===== config.mk =====
export PLATFORM = sky130hd
export DESIGN_NAME = nt_node_obs_compactor
export DESIGN_NICKNAME = d
export VERILOG_FILES = /design/src/rtl/nt_obs_pkg.sv /design/src/rtl/nt_misr.sv /design/src/rtl/nt_node_obs_compactor.sv
export SDC_FILE = /design/constraint.sdc
export NUM_CORES = 1
export LEC_CHECK = 0
export ABC_AREA = 1
export CORE_ASPECT_RATIO = 2
export CORE_MARGIN = 3
export CORE_UTILIZATION = 50
export DETAILED_ROUTE_END_ITERATION = 6
export PLACE_DENSITY = 0.75
export SLEW_MARGIN = 20
export SYNTH_ARGS = -nofsm -noshare
export SYNTH_HDL_FRONTEND = slang
export SYNTH_SLANG_ARGS = --single-unit

===== constraint.sdc =====
create_clock -name I1470_clk -period 1.9 [get_ports I1470_clk]
set_input_delay 0.475 -clock I1470_clk [delete_from_list [all_inputs] [get_ports I1470_clk]]
set_output_delay 0.475 -clock I1470_clk [all_outputs]
set_load 0.02 [all_outputs]

===== src/rtl/nt_obs_pkg.sv =====
// Shared types and default parameters for the node observation compactor.
package nt_obs_pkg;

  localparam int          DEF_SIG_W = 16;
  localparam int          DEF_CNT_W = 16;
  localparam logic [15:0] DEF_POLY  = 16'hB400;
  localparam logic [15:0] DEF_SEED  = 16'hFFFF;

  // Encoding chosen so busy and done are single state flops (bit 0 / bit 1).
  typedef enum logic [1:0] {
    ST_IDLE = 2'b00,
    ST_RUN  = 2'b01,
    ST_HOLD = 2'b10
  } obs_state_t;

endpackage


===== src/rtl/nt_misr.sv =====
// Single-input Galois MISR (right shift); reloads SEED on load, steps on en.
module nt_misr #(
  parameter int               SIG_W = 16,
  parameter logic [SIG_W-1:0] POLY  = 16'hB400,
  parameter logic [SIG_W-1:0] SEED  = 16'hFFFF
) (
  input  logic             clk,
  input  logic             rst_n,
  input  logic             load,
  input  logic             en,
  input  logic             din,
  output logic [SIG_W-1:0] sig
);

  function automatic logic [SIG_W-1:0] misr_step(input logic [SIG_W-1:0] cur, input logic bit_in);
    return (cur >> 1) ^ ((cur[0] ^ bit_in) ? POLY : {SIG_W{1'b0}});
  endfunction

  // Signature register: seed on reset/load, one compaction step per enabled edge.
  always_ff @(posedge clk or negedge rst_n) begin
    if (!rst_n) begin
      sig <= SEED;
    end else if (load) begin
      sig <= SEED;
    end else if (en) begin
      sig <= misr_step(sig, din);
    end else begin
      sig <= sig;
    end
  end

endmodule


===== src/rtl/nt_node_obs_compactor.sv =====
// Observation window controller: captures win_len samples of obs_in into a
// MISR signature plus ones/toggle counts, then holds results until ack.
module nt_node_obs_compactor
  import nt_obs_pkg::*;
#(
  parameter int               SIG_W = DEF_SIG_W,
  parameter int               CNT_W = DEF_CNT_W,
  parameter logic [SIG_W-1:0] POLY  = DEF_POLY,
  parameter logic [SIG_W-1:0] SEED  = DEF_SEED
) (
  input  logic             I1470_clk,
  input  logic             I1477_rst,
  input  logic             obs_in,
  input  logic             start,
  input  logic [CNT_W-1:0] win_len,
  output logic             busy,
  output logic             done,
  input  logic             ack,
  output logic [SIG_W-1:0] sig_out,
  output logic [CNT_W-1:0] ones_cnt,
  output logic [CNT_W-1:0] toggle_cnt
);

  localparam logic [CNT_W-1:0] CNT_ZERO = {CNT_W{1'b0}};
  localparam logic [CNT_W-1:0] CNT_ONE  = {{(CNT_W-1){1'b0}}, 1'b1};

  obs_state_t       state_r;
  logic [CNT_W-1:0] remaining_r;
  logic [CNT_W-1:0] ones_r;
  logic [CNT_W-1:0] toggles_r;
  logic             prev_r;
  logic             misr_load_s;
  logic             misr_en_s;

  // MISR control: seed on window acceptance, step on every RUN edge.
  always_comb begin
    misr_load_s = 1'b0;
    misr_en_s   = 1'b0;
    if (state_r == ST_IDLE) begin
      misr_load_s = start && (win_len != CNT_ZERO);
    end else if (state_r == ST_RUN) begin
      misr_en_s = 1'b1;
    end else begin
      misr_load_s = 1'b0;
      misr_en_s   = 1'b0;
    end
  end

  nt_misr #(
    .SIG_W (SIG_W),
    .POLY  (POLY),
    .SEED  (SEED)
  ) u_misr (
    .clk   (I1470_clk),
    .rst_n (I1477_rst),
    .load  (misr_load_s),
    .en    (misr_en_s),
    .din   (obs_in),
    .sig   (sig_out)
  );

  // Window FSM and sample counters.
  always_ff @(posedge I1470_clk or negedge I1477_rst) begin
    if (!I1477_rst) begin
      state_r     <= ST_IDLE;
      remaining_r <= CNT_ZERO;
      ones_r      <= CNT_ZERO;
      toggles_r   <= CNT_ZERO;
      prev_r      <= 1'b0;
    end else begin
      case (state_r)
        ST_IDLE: begin
          if (start && (win_len != CNT_ZERO)) begin
            state_r     <= ST_RUN;
            remaining_r <= win_len;
            ones_r      <= CNT_ZERO;
            toggles_r   <= CNT_ZERO;
            prev_r      <= 1'b0;
          end
        end
        ST_RUN: begin
          ones_r      <= ones_r + {{(CNT_W-1){1'b0}}, obs_in};
          toggles_r   <= (obs_in != prev_r) ? (toggles_r + CNT_ONE) : toggles_r;
          prev_r      <= obs_in;
          remaining_r <= remaining_r - CNT_ONE;
          if (remaining_r == CNT_ONE) begin
            state_r <= ST_HOLD;
          end
        end
        ST_HOLD: begin
          if (ack) begin
            state_r <= ST_IDLE;
          end
        end
        default: begin
          state_r <= ST_IDLE;
        end
      endcase
    end
  end

  assign busy       = state_r[0];
  assign done       = state_r[1];
  assign ones_cnt   = ones_r;
  assign toggle_cnt = toggles_r;

endmodule


==> results of run 1 <==
-- report_power, final --
| group | leakage, nW | total [mW] | internal (mW) | switching (mW) |
|---|---|---|---|---|
| Combinational | 1.66 | 3.17 | 1.10 | 2.07 |
| Clock | 0.137 | 1.51 | 0.883 | 0.628 |
| Sequential | 0.845 | 2.27 | 1.89 | 0.378 |
-- state kept, by name, summed over array words and instances (netlist names) --
register     flops
state_r          2
prev_r           1
remaining_r     16
toggle_cnt      16
u_misr.sig      16
ones_cnt        16
-- layout by cell type (no fill, tap or decap), drive strengths merged, types with 3 or more instances in the layout --
cell type | synthesis | layout
nand2 | 179 | 179
nor2 | 112 | 112
nand3 | 68 | 68
dfrtp | 51 | 51
inv | 47 | 49
o21ai | 44 | 44
buf | 16 | 37
clkdlybuf4s50 | 0 | 35
dlygate4sd2 | 0 | 22
dfstp | 16 | 16
dlymetal6s2s | 0 | 12
nor3 | 12 | 12
clkbuf | 4 | 10
xor2 | 8 | 8
a21oi | 7 | 7
nand4 | 6 | 6
ha | 5 | 5
clkinv | 1 | 5
o21bai | 3 | 3
-- through the flow --
step	cell area [sq um]	TNS, ns	utilization, %	cells	setup slack [ns]
after floorplan	4100	0	-	584	0.263
after global placement	5070	-7.42	63.8	765	-0.255
after detailed placement	5070	-9.98	63.8	765	-0.301
after CTS	5310	0	66.9	781	0.0118
after global routing	5350	0	67.4	782	0.000658
final	5350	0	67.4	782	0.0372
-- layout make-up --
type,count,area [sq um],area share (%)
clock buffer,10,229,4.28
clock inverter,6,40.0,0.748
inverter,48,184,3.44
multi-input combinational,449,2090,39.0
sequential,67,1700,31.7
tap,96,120,2.24
timing repair buffer,106,993,18.6
-- repair_timing --
item                       4_1_cts  5_1_grt
hold endpoints to repair         0        0
buffers inserted                 0        1
pin swaps                        0        2
setup endpoints to repair       22       16
hold buffers                     0        0
gates resized for setup         22       13
-- routing by layer --
layer  track usage (%)  vias up  routed length (microns)
li1                  -     2063                        -
met1              27.4     1996                     4070
met2              48.2      147                     6420
met3              4.35       37                      497
met4              13.5        0                      505
met5                 0        -                        0
-- how the worst max path moves through the flow --
stage | from | end | slack, ns | cells past startpoint
4_1_cts | ones_cnt[8] | ones_cnt[8] | 0.01 | 1
5_1_grt | win_len[14] | remaining_r[6] | 0.0007 | 10
6_report | toggle_cnt[8] | toggle_cnt[8] | 0.04 | 1
3_3_place_gp | obs_in | ones_cnt[12] | -0.25 | 10
2_1_floorplan | ones_cnt[0] | ones_cnt[8] | 0.26 | 9
3_5_place_dp | obs_in | ones_cnt[12] | -0.30 | 10
-- logic make-up (layout without fill, tap and decap cells) --
| family | count (synthesis) | count (layout) | share of synthesized area, % |
|---|---|---|---|
| AOI/OAI and AO/OA | 58 | 58 | 7.62 |
| xor gates and xnor gates | 8 | 8 | 1.89 |
| adders and majority gates | 5 | 5 | 1.52 |
| buffers and inverters | 68 | 170 | 7.78 |
| DFF | 67 | 67 | 41.4 |
| and+or+nand+nor | 378 | 378 | 39.8 |
==> flow_results.xml, run 1 <==
<?xml version="1.0" encoding="UTF-8"?>
<metrics>
  <group name="run_status">
    <metric name="run_status" unit="">completed</metric>
  </group>
  <group name="global_route">
    <metric name="track_usage" unit="%">26.0</metric>
    <metric name="grt_first_pass_wirelength" unit="mm">19.4</metric>
    <metric name="grt_overflow_total" unit="">0</metric>
    <metric name="number_of_global_route_vias_before_repair" unit="">4214</metric>
    <metric name="antenna_found_initial" unit="">0</metric>
    <metric name="grt_start_max_net_pins" unit="">68</metric>
  </group>
  <group name="critical_path">
    <metric name="regToRegStartpoint" unit="">remaining_r[0]</metric>
    <metric name="criticalPathCategory" unit="">flop to output pin</metric>
    <metric name="cpMaxStageDelayCell" unit="">sky130_fd_sc_hd__clkdlybuf4s50_1</metric>
    <metric name="timing.critical_path.from_type" unit="">flop</metric>
    <metric name="reg2reg_setup_slack" unit="ns">0.21</metric>
    <metric name="path_buf_inv" unit="">1</metric>
    <metric name="critical_path_required" unit="ns">1.42</metric>
    <metric name="path_delay_family" unit="">buffers and inverters</metric>
    <metric name="cp_cell_instances" unit="">clkdlybuf4s50_1</metric>
    <metric name="endpoint_kind" unit="">output pin</metric>
    <metric name="r2r.worst_path.cells" unit="">10</metric>
    <metric name="worst_r2r_endpoint" unit="">remaining_r[12]</metric>
    <metric name="worst_ep_arrival_time" unit="ns">1.39</metric>
    <metric name="max_stage_delay" unit="ns">0.63</metric>
    <metric name="critPathMaxFanout" unit="">5</metric>
  </group>
  <group name="synthesis">
    <metric name="yosys.cell_types.count" unit="">36</metric>
    <metric name="synthFlopType" unit="">sky130_fd_sc_hd__dfrtp_1</metric>
    <metric name="synth.area.top_cells" unit="">sky130_fd_sc_hd__dfrtp_1, sky130_fd_sc_hd__nand2_1, sky130_fd_sc_hd__dfstp_2, sky130_fd_sc_hd__nor2_1, sky130_fd_sc_hd__nand3_1</metric>
    <metric name="synth_top_area_share" unit="%">31.1</metric>
    <metric name="synth_top_area_cell" unit="">sky130_fd_sc_hd__dfrtp_1</metric>
    <metric name="mappedNetlistNets" unit="">610</metric>
    <metric name="synth-warning-count" unit="">0</metric>
    <metric name="synth.cell_area" unit="sq um">4100</metric>
    <metric name="synth.yosys.seq_area_share" unit="%">41.4</metric>
    <metric name="synth_cells" unit="">584</metric>
    <metric name="synth_area_per_cell" unit="sq um">7.03</metric>
    <metric name="synth-edff-count" unit="">0</metric>
    <metric name="ys_seq_elements" unit="">67</metric>
    <metric name="synth_async_sr_flop_share" unit="%">100</metric>
    <metric name="yosysMostFrequentCell" unit="">sky130_fd_sc_hd__nand2_1</metric>
    <metric name="synth_top_cells_by_count" unit="">sky130_fd_sc_hd__nand2_1, sky130_fd_sc_hd__nor2_1, sky130_fd_sc_hd__nand3_1</metric>
  </group>
  <group name="timing">
    <metric name="hold_violations" unit="">0</metric>
    <metric name="layout_worst_path_cycle_share" unit="%">98.0</metric>
    <metric name="worst_hold_margin" unit="ns">0.127</metric>
    <metric name="grt_setup_unrepaired" unit="">false</metric>
    <metric name="tightestPinTransition" unit="ns">0.381</metric>
    <metric name="finClkSkew" unit="ns">0.00608</metric>
    <metric name="worst_slew_margin_rel" unit="%">74.5</metric>
    <metric name="fmax" unit="MHz">537</metric>
    <metric name="setup_viol" unit="">0</metric>
    <metric name="timing.final.crit_period" unit="ns">1.86</metric>
    <metric name="total_count_of_max_transition_violations_in_the_final_report" unit="">0</metric>
  </group>
  <group name="clock_network">
    <metric name="cts-htree-levels" unit="">3</metric>
    <metric name="cts_inserted_buffers" unit="">9</metric>
    <metric name="clock_latency" unit="ns">0.34</metric>
    <metric name="clock_tree.buffer_depth" unit="">2</metric>
    <metric name="cts-root-buf" unit="">sky130_fd_sc_hd__clkbuf_16</metric>
    <metric name="tritoncts_num_sinks" unit="">67</metric>
    <metric name="tritoncts" unit="">done</metric>
    <metric name="path_clk_slew" unit="ns">0.06</metric>
  </group>
  <group name="floorplan">
    <metric name="die_w" unit="microns">70.1</metric>
    <metric name="std_cell_rows" unit="">46</metric>
    <metric name="effective_utilization_at_floorplan" unit="%">51.7</metric>
    <metric name="floorplan.die.height" unit="microns">134</metric>
    <metric name="die-area" unit="sq um">9390</metric>
    <metric name="io-pin-count" unit="">71</metric>
    <metric name="core" unit="sq um">7940</metric>
  </group>
  <group name="route">
    <metric name="routed_wl" unit="mm">11.5</metric>
    <metric name="routed-via-count" unit="">4243</metric>
    <metric name="initialDrtViolationCount" unit="">361</metric>
    <metric name="detail_route.wl_per_cell" unit="microns">14.7</metric>
    <metric name="drt_drc_violations_left" unit="">0</metric>
    <metric name="detailedRoute.firstPassIterationCount" unit="">7</metric>
    <metric name="number_of_vias_per_cell_after_detailed_routing" unit="">5.43</metric>
    <metric name="antenna_violating_nets_post_route" unit="">0</metric>
  </group>
  <group name="min_path">
    <metric name="timing.hold.worst.class" unit="">input port to asynchronous set/reset pin</metric>
  </group>
  <group name="power_and_ir_drop">
    <metric name="design_power_total" unit="mW">6.95</metric>
    <metric name="power-per-cell-area" unit="nW/um^2">1300</metric>
    <metric name="leakagePower" unit="nW">2.64</metric>
    <metric name="vdd_ir_drop_max" unit="mV">0.876</metric>
  </group>
  <group name="placement">
    <metric name="gpl.final_weighted_congestion" unit="">0.980</metric>
    <metric name="numPortBuffers" unit="">70</metric>
    <metric name="hpwlAfterDp" unit="mm">8.32</metric>
  </group>
  <group name="finish">
    <metric name="areaGrowthSynthToFinish" unit="%">30.5</metric>
    <metric name="num-fill-cells" unit="">707</metric>
    <metric name="post_route_cells_drive_above_1_share" unit="%">13.8</metric>
    <metric name="design.final.nets" unit="">707</metric>
    <metric name="antenna-diode-count" unit="">0</metric>
  </group>
  <group name="run">
    <metric name="cap_violations" unit="">0</metric>
  </group>
</metrics>
(Power assumes the default switching activity.)
==> run 2, diff against run 1 <==
--- a/config.mk
+++ b/config.mk
@@ -10,4 +10,5 @@
 export CORE_MARGIN = 3
 export CORE_UTILIZATION = 50
+export CTS_CLUSTER_SIZE = 40
 export DETAILED_ROUTE_END_ITERATION = 6
 export PLACE_DENSITY = 0.75
==> constraint.sdc (replaced) <==
create_clock -name I1470_clk -period 1.9 [get_ports I1470_clk]
set_input_delay 0.57 -clock I1470_clk [delete_from_list [all_inputs] [get_ports I1470_clk]]
set_output_delay 0.57 -clock I1470_clk [all_outputs]
set_load 0.02 [all_outputs]
==> run 2 against run 1 <==
Effect of this change: fmax is 1.8% higher; worst hold slack better by 0.12 ns; first-iteration DRC count is 14% lower; power is 3.1% higher; critical endpoint is now sig_out[0].
==> flow_results.xml, run 2 (synthesis results as in run 1) <==
<?xml version="1.0" encoding="UTF-8"?>
<metrics>
  <group name="run_status">
    <metric name="run_status" unit="">completed</metric>
  </group>
  <group name="timing">
    <metric name="hold_violations" unit="">0</metric>
    <metric name="tightestPinTransition" unit="ns">0.368</metric>
    <metric name="timing.final.crit_period" unit="ns">1.83</metric>
    <metric name="setup_total_negative_slack" unit="ns">0</metric>
    <metric name="total_count_of_max_transition_violations_in_the_final_report" unit="">0</metric>
    <metric name="worst_hold_margin" unit="ns">0.249</metric>
    <metric name="setup_slack" unit="ns">0.0697</metric>
    <metric name="fmax" unit="MHz">546</metric>
    <metric name="setup_viol" unit="">0</metric>
    <metric name="layout_worst_path_cycle_share" unit="%">96.3</metric>
    <metric name="finClkSkew" unit="ns">0.00362</metric>
    <metric name="worst_slew_margin_rel" unit="%">75.5</metric>
    <metric name="grt_setup_unrepaired" unit="">false</metric>
  </group>
  <group name="floorplan">
    <metric name="io-pin-count" unit="">71</metric>
    <metric name="floorplan.die.height" unit="microns">134</metric>
    <metric name="die-area" unit="sq um">9390</metric>
    <metric name="std_cell_rows" unit="">46</metric>
    <metric name="die_w" unit="microns">70.1</metric>
    <metric name="core" unit="sq um">7940</metric>
    <metric name="effective_utilization_at_floorplan" unit="%">51.7</metric>
  </group>
  <group name="global_route">
    <metric name="track_usage" unit="%">25.9</metric>
    <metric name="number_of_global_route_vias_before_repair" unit="">4280</metric>
    <metric name="antenna_found_initial" unit="">0</metric>
    <metric name="grt_start_max_net_pins" unit="">68</metric>
    <metric name="grt_overflow_total" unit="">0</metric>
    <metric name="grt_first_pass_wirelength" unit="mm">19.4</metric>
  </group>
  <group name="power_and_ir_drop">
    <metric name="leakagePower" unit="nW">2.68</metric>
    <metric name="vdd_ir_drop_max" unit="mV">0.968</metric>
    <metric name="power-per-cell-area" unit="nW/um^2">1330</metric>
    <metric name="design_power_total" unit="mW">7.17</metric>
  </group>
  <group name="clock_network">
    <metric name="cts-root-buf" unit="">sky130_fd_sc_hd__clkbuf_16</metric>
    <metric name="clock_latency" unit="ns">0.33</metric>
    <metric name="cts_setup_buffers" unit="">0</metric>
    <metric name="tritoncts" unit="">done</metric>
    <metric name="tritoncts_num_sinks" unit="">67</metric>
    <metric name="clock_tree.buffer_depth" unit="">2</metric>
    <metric name="path_clk_slew" unit="ns">0.06</metric>
    <metric name="cts-htree-levels" unit="">3</metric>
    <metric name="cts_inserted_buffers" unit="">9</metric>
  </group>
  <group name="critical_path">
    <metric name="worst_ep_arrival_time" unit="ns">1.26</metric>
    <metric name="worst_r2r_endpoint" unit="">remaining_r[10]</metric>
    <metric name="critical_path_required" unit="ns">1.33</metric>
    <metric name="reg2reg_setup_slack" unit="ns">0.19</metric>
    <metric name="path_buf_inv" unit="">1</metric>
    <metric name="max_stage_delay" unit="ns">0.58</metric>
    <metric name="r2r.worst_path.cells" unit="">9</metric>
    <metric name="regToRegStartpoint" unit="">remaining_r[0]</metric>
    <metric name="path_delay_family" unit="">flip-flops</metric>
    <metric name="cp_cell_instances" unit="">dlygate4sd2_1</metric>
    <metric name="cpMaxStageDelayCell" unit="">sky130_fd_sc_hd__dfstp_2</metric>
    <metric name="criticalPathCategory" unit="">flop to output pin</metric>
    <metric name="timing.critical_path.from_type" unit="">flop</metric>
    <metric name="crit_path_start" unit="">u_misr.sig[0]</metric>
    <metric name="endpoint_kind" unit="">output pin</metric>
    <metric name="critPathMaxFanout" unit="">3</metric>
  </group>
  <group name="finish">
    <metric name="antenna-diode-count" unit="">0</metric>
    <metric name="util_after_layout" unit="%">68.0</metric>
    <metric name="post_route_cells_drive_above_1_share" unit="%">15.0</metric>
    <metric name="design.final.nets" unit="">708</metric>
    <metric name="leading_cell_type_in_the_layout_fill_and_taps_excluded" unit="">sky130_fd_sc_hd__nand2_1</metric>
    <metric name="areaGrowthSynthToFinish" unit="%">31.6</metric>
    <metric name="layout_common_cells" unit="">sky130_fd_sc_hd__nand2_1, sky130_fd_sc_hd__nor2_1, sky130_fd_sc_hd__nand3_1, sky130_fd_sc_hd__dfrtp_1, sky130_fd_sc_hd__dlygate4sd2_1</metric>
    <metric name="design_area" unit="sq um">5400</metric>
    <metric name="finish.cell_count_without_fillers" unit="">783</metric>
  </group>
  <group name="placement">
    <metric name="gpl.final_weighted_congestion" unit="">0.954</metric>
    <metric name="numPortBuffers" unit="">70</metric>
    <metric name="placed_cells" unit="">767</metric>
    <metric name="hpwlAfterDp" unit="mm">8.45</metric>
    <metric name="dp_worst_setup_slack" unit="ns">-0.415</metric>
    <metric name="placed_area" unit="sq um">5090</metric>
  </group>
  <group name="route">
    <metric name="routed-via-count" unit="">4244</metric>
    <metric name="number_of_vias_per_cell_after_detailed_routing" unit="">5.42</metric>
    <metric name="detailedRoute.firstPassIterationCount" unit="">4</metric>
    <metric name="routed_wl" unit="mm">11.6</metric>
    <metric name="antenna_violating_nets_post_route" unit="">0</metric>
    <metric name="detail_route.wl_per_cell" unit="microns">14.9</metric>
    <metric name="initialDrtViolationCount" unit="">311</metric>
    <metric name="drt_drc_violations_left" unit="">0</metric>
  </group>
  <group name="min_path">
    <metric name="timing.hold.worst.class" unit="">input port to asynchronous set/reset pin</metric>
  </group>
  <group name="run">
    <metric name="cap_violations" unit="">0</metric>
  </group>
</metrics>
run 2: cell count changes in the layout (fill, tap and decap cells not counted), sizes merged:
cell	delta
dlymetal6s2s	-6
buf	+1
clkinv	-2
clkdlybuf4s50	-18
dlygate4sd2	+24
bufinv	+1
clkbuf	+1
run 2: worst max path at each step:
stage	depth (start not counted)	endpoint	slack (ns)
6_report	1	sig_out[0]	0.07
5_1_grt	9	remaining_r[12]	0.04
4_1_cts	1	toggle_cnt[11]	0.002
3_5_place_dp	10	ones_cnt[12]	-0.41
3_3_place_gp	10	ones_cnt[12]	-0.36
2_1_floorplan	9	ones_cnt[8]	0.20
run 2: report_power, final:
group | internal, mW | switching, mW | total [mW]
sequential | 1.89 | 0.377 | 2.27
combinational | 1.05 | 2.08 | 3.13
clock | 1.13 | 0.633 | 1.76
total | 4.07 | 3.09 | 7.17
run 2: what timing repair did:
action,4_1_cts,5_1_grt
pin swaps,1,2
gates resized for setup,51,11
hold buffers,0,0
endpoints found under the setup margin,51,24
run 2: cell type report:
class	instances	area (sq um)
clock buffers	11	264
clock inverters	5	56.3
fillers	714	2540
inverters	48	184
multi-input cells	449	2120
flip-flops and latches	67	1700
well taps	96	120
repair buffers	107	956
run 2: per-layer routing:
metal | track usage [%] | wire length, microns | up-vias
met4 | 15.4 | 631 | 0
met3 | 4.80 | 448 | 40
met1 | 26.8 | 4050 | 2026
met2 | 47.4 | 6510 | 115
li1 | - | - | 2063
met5 | 0 | 0 | -
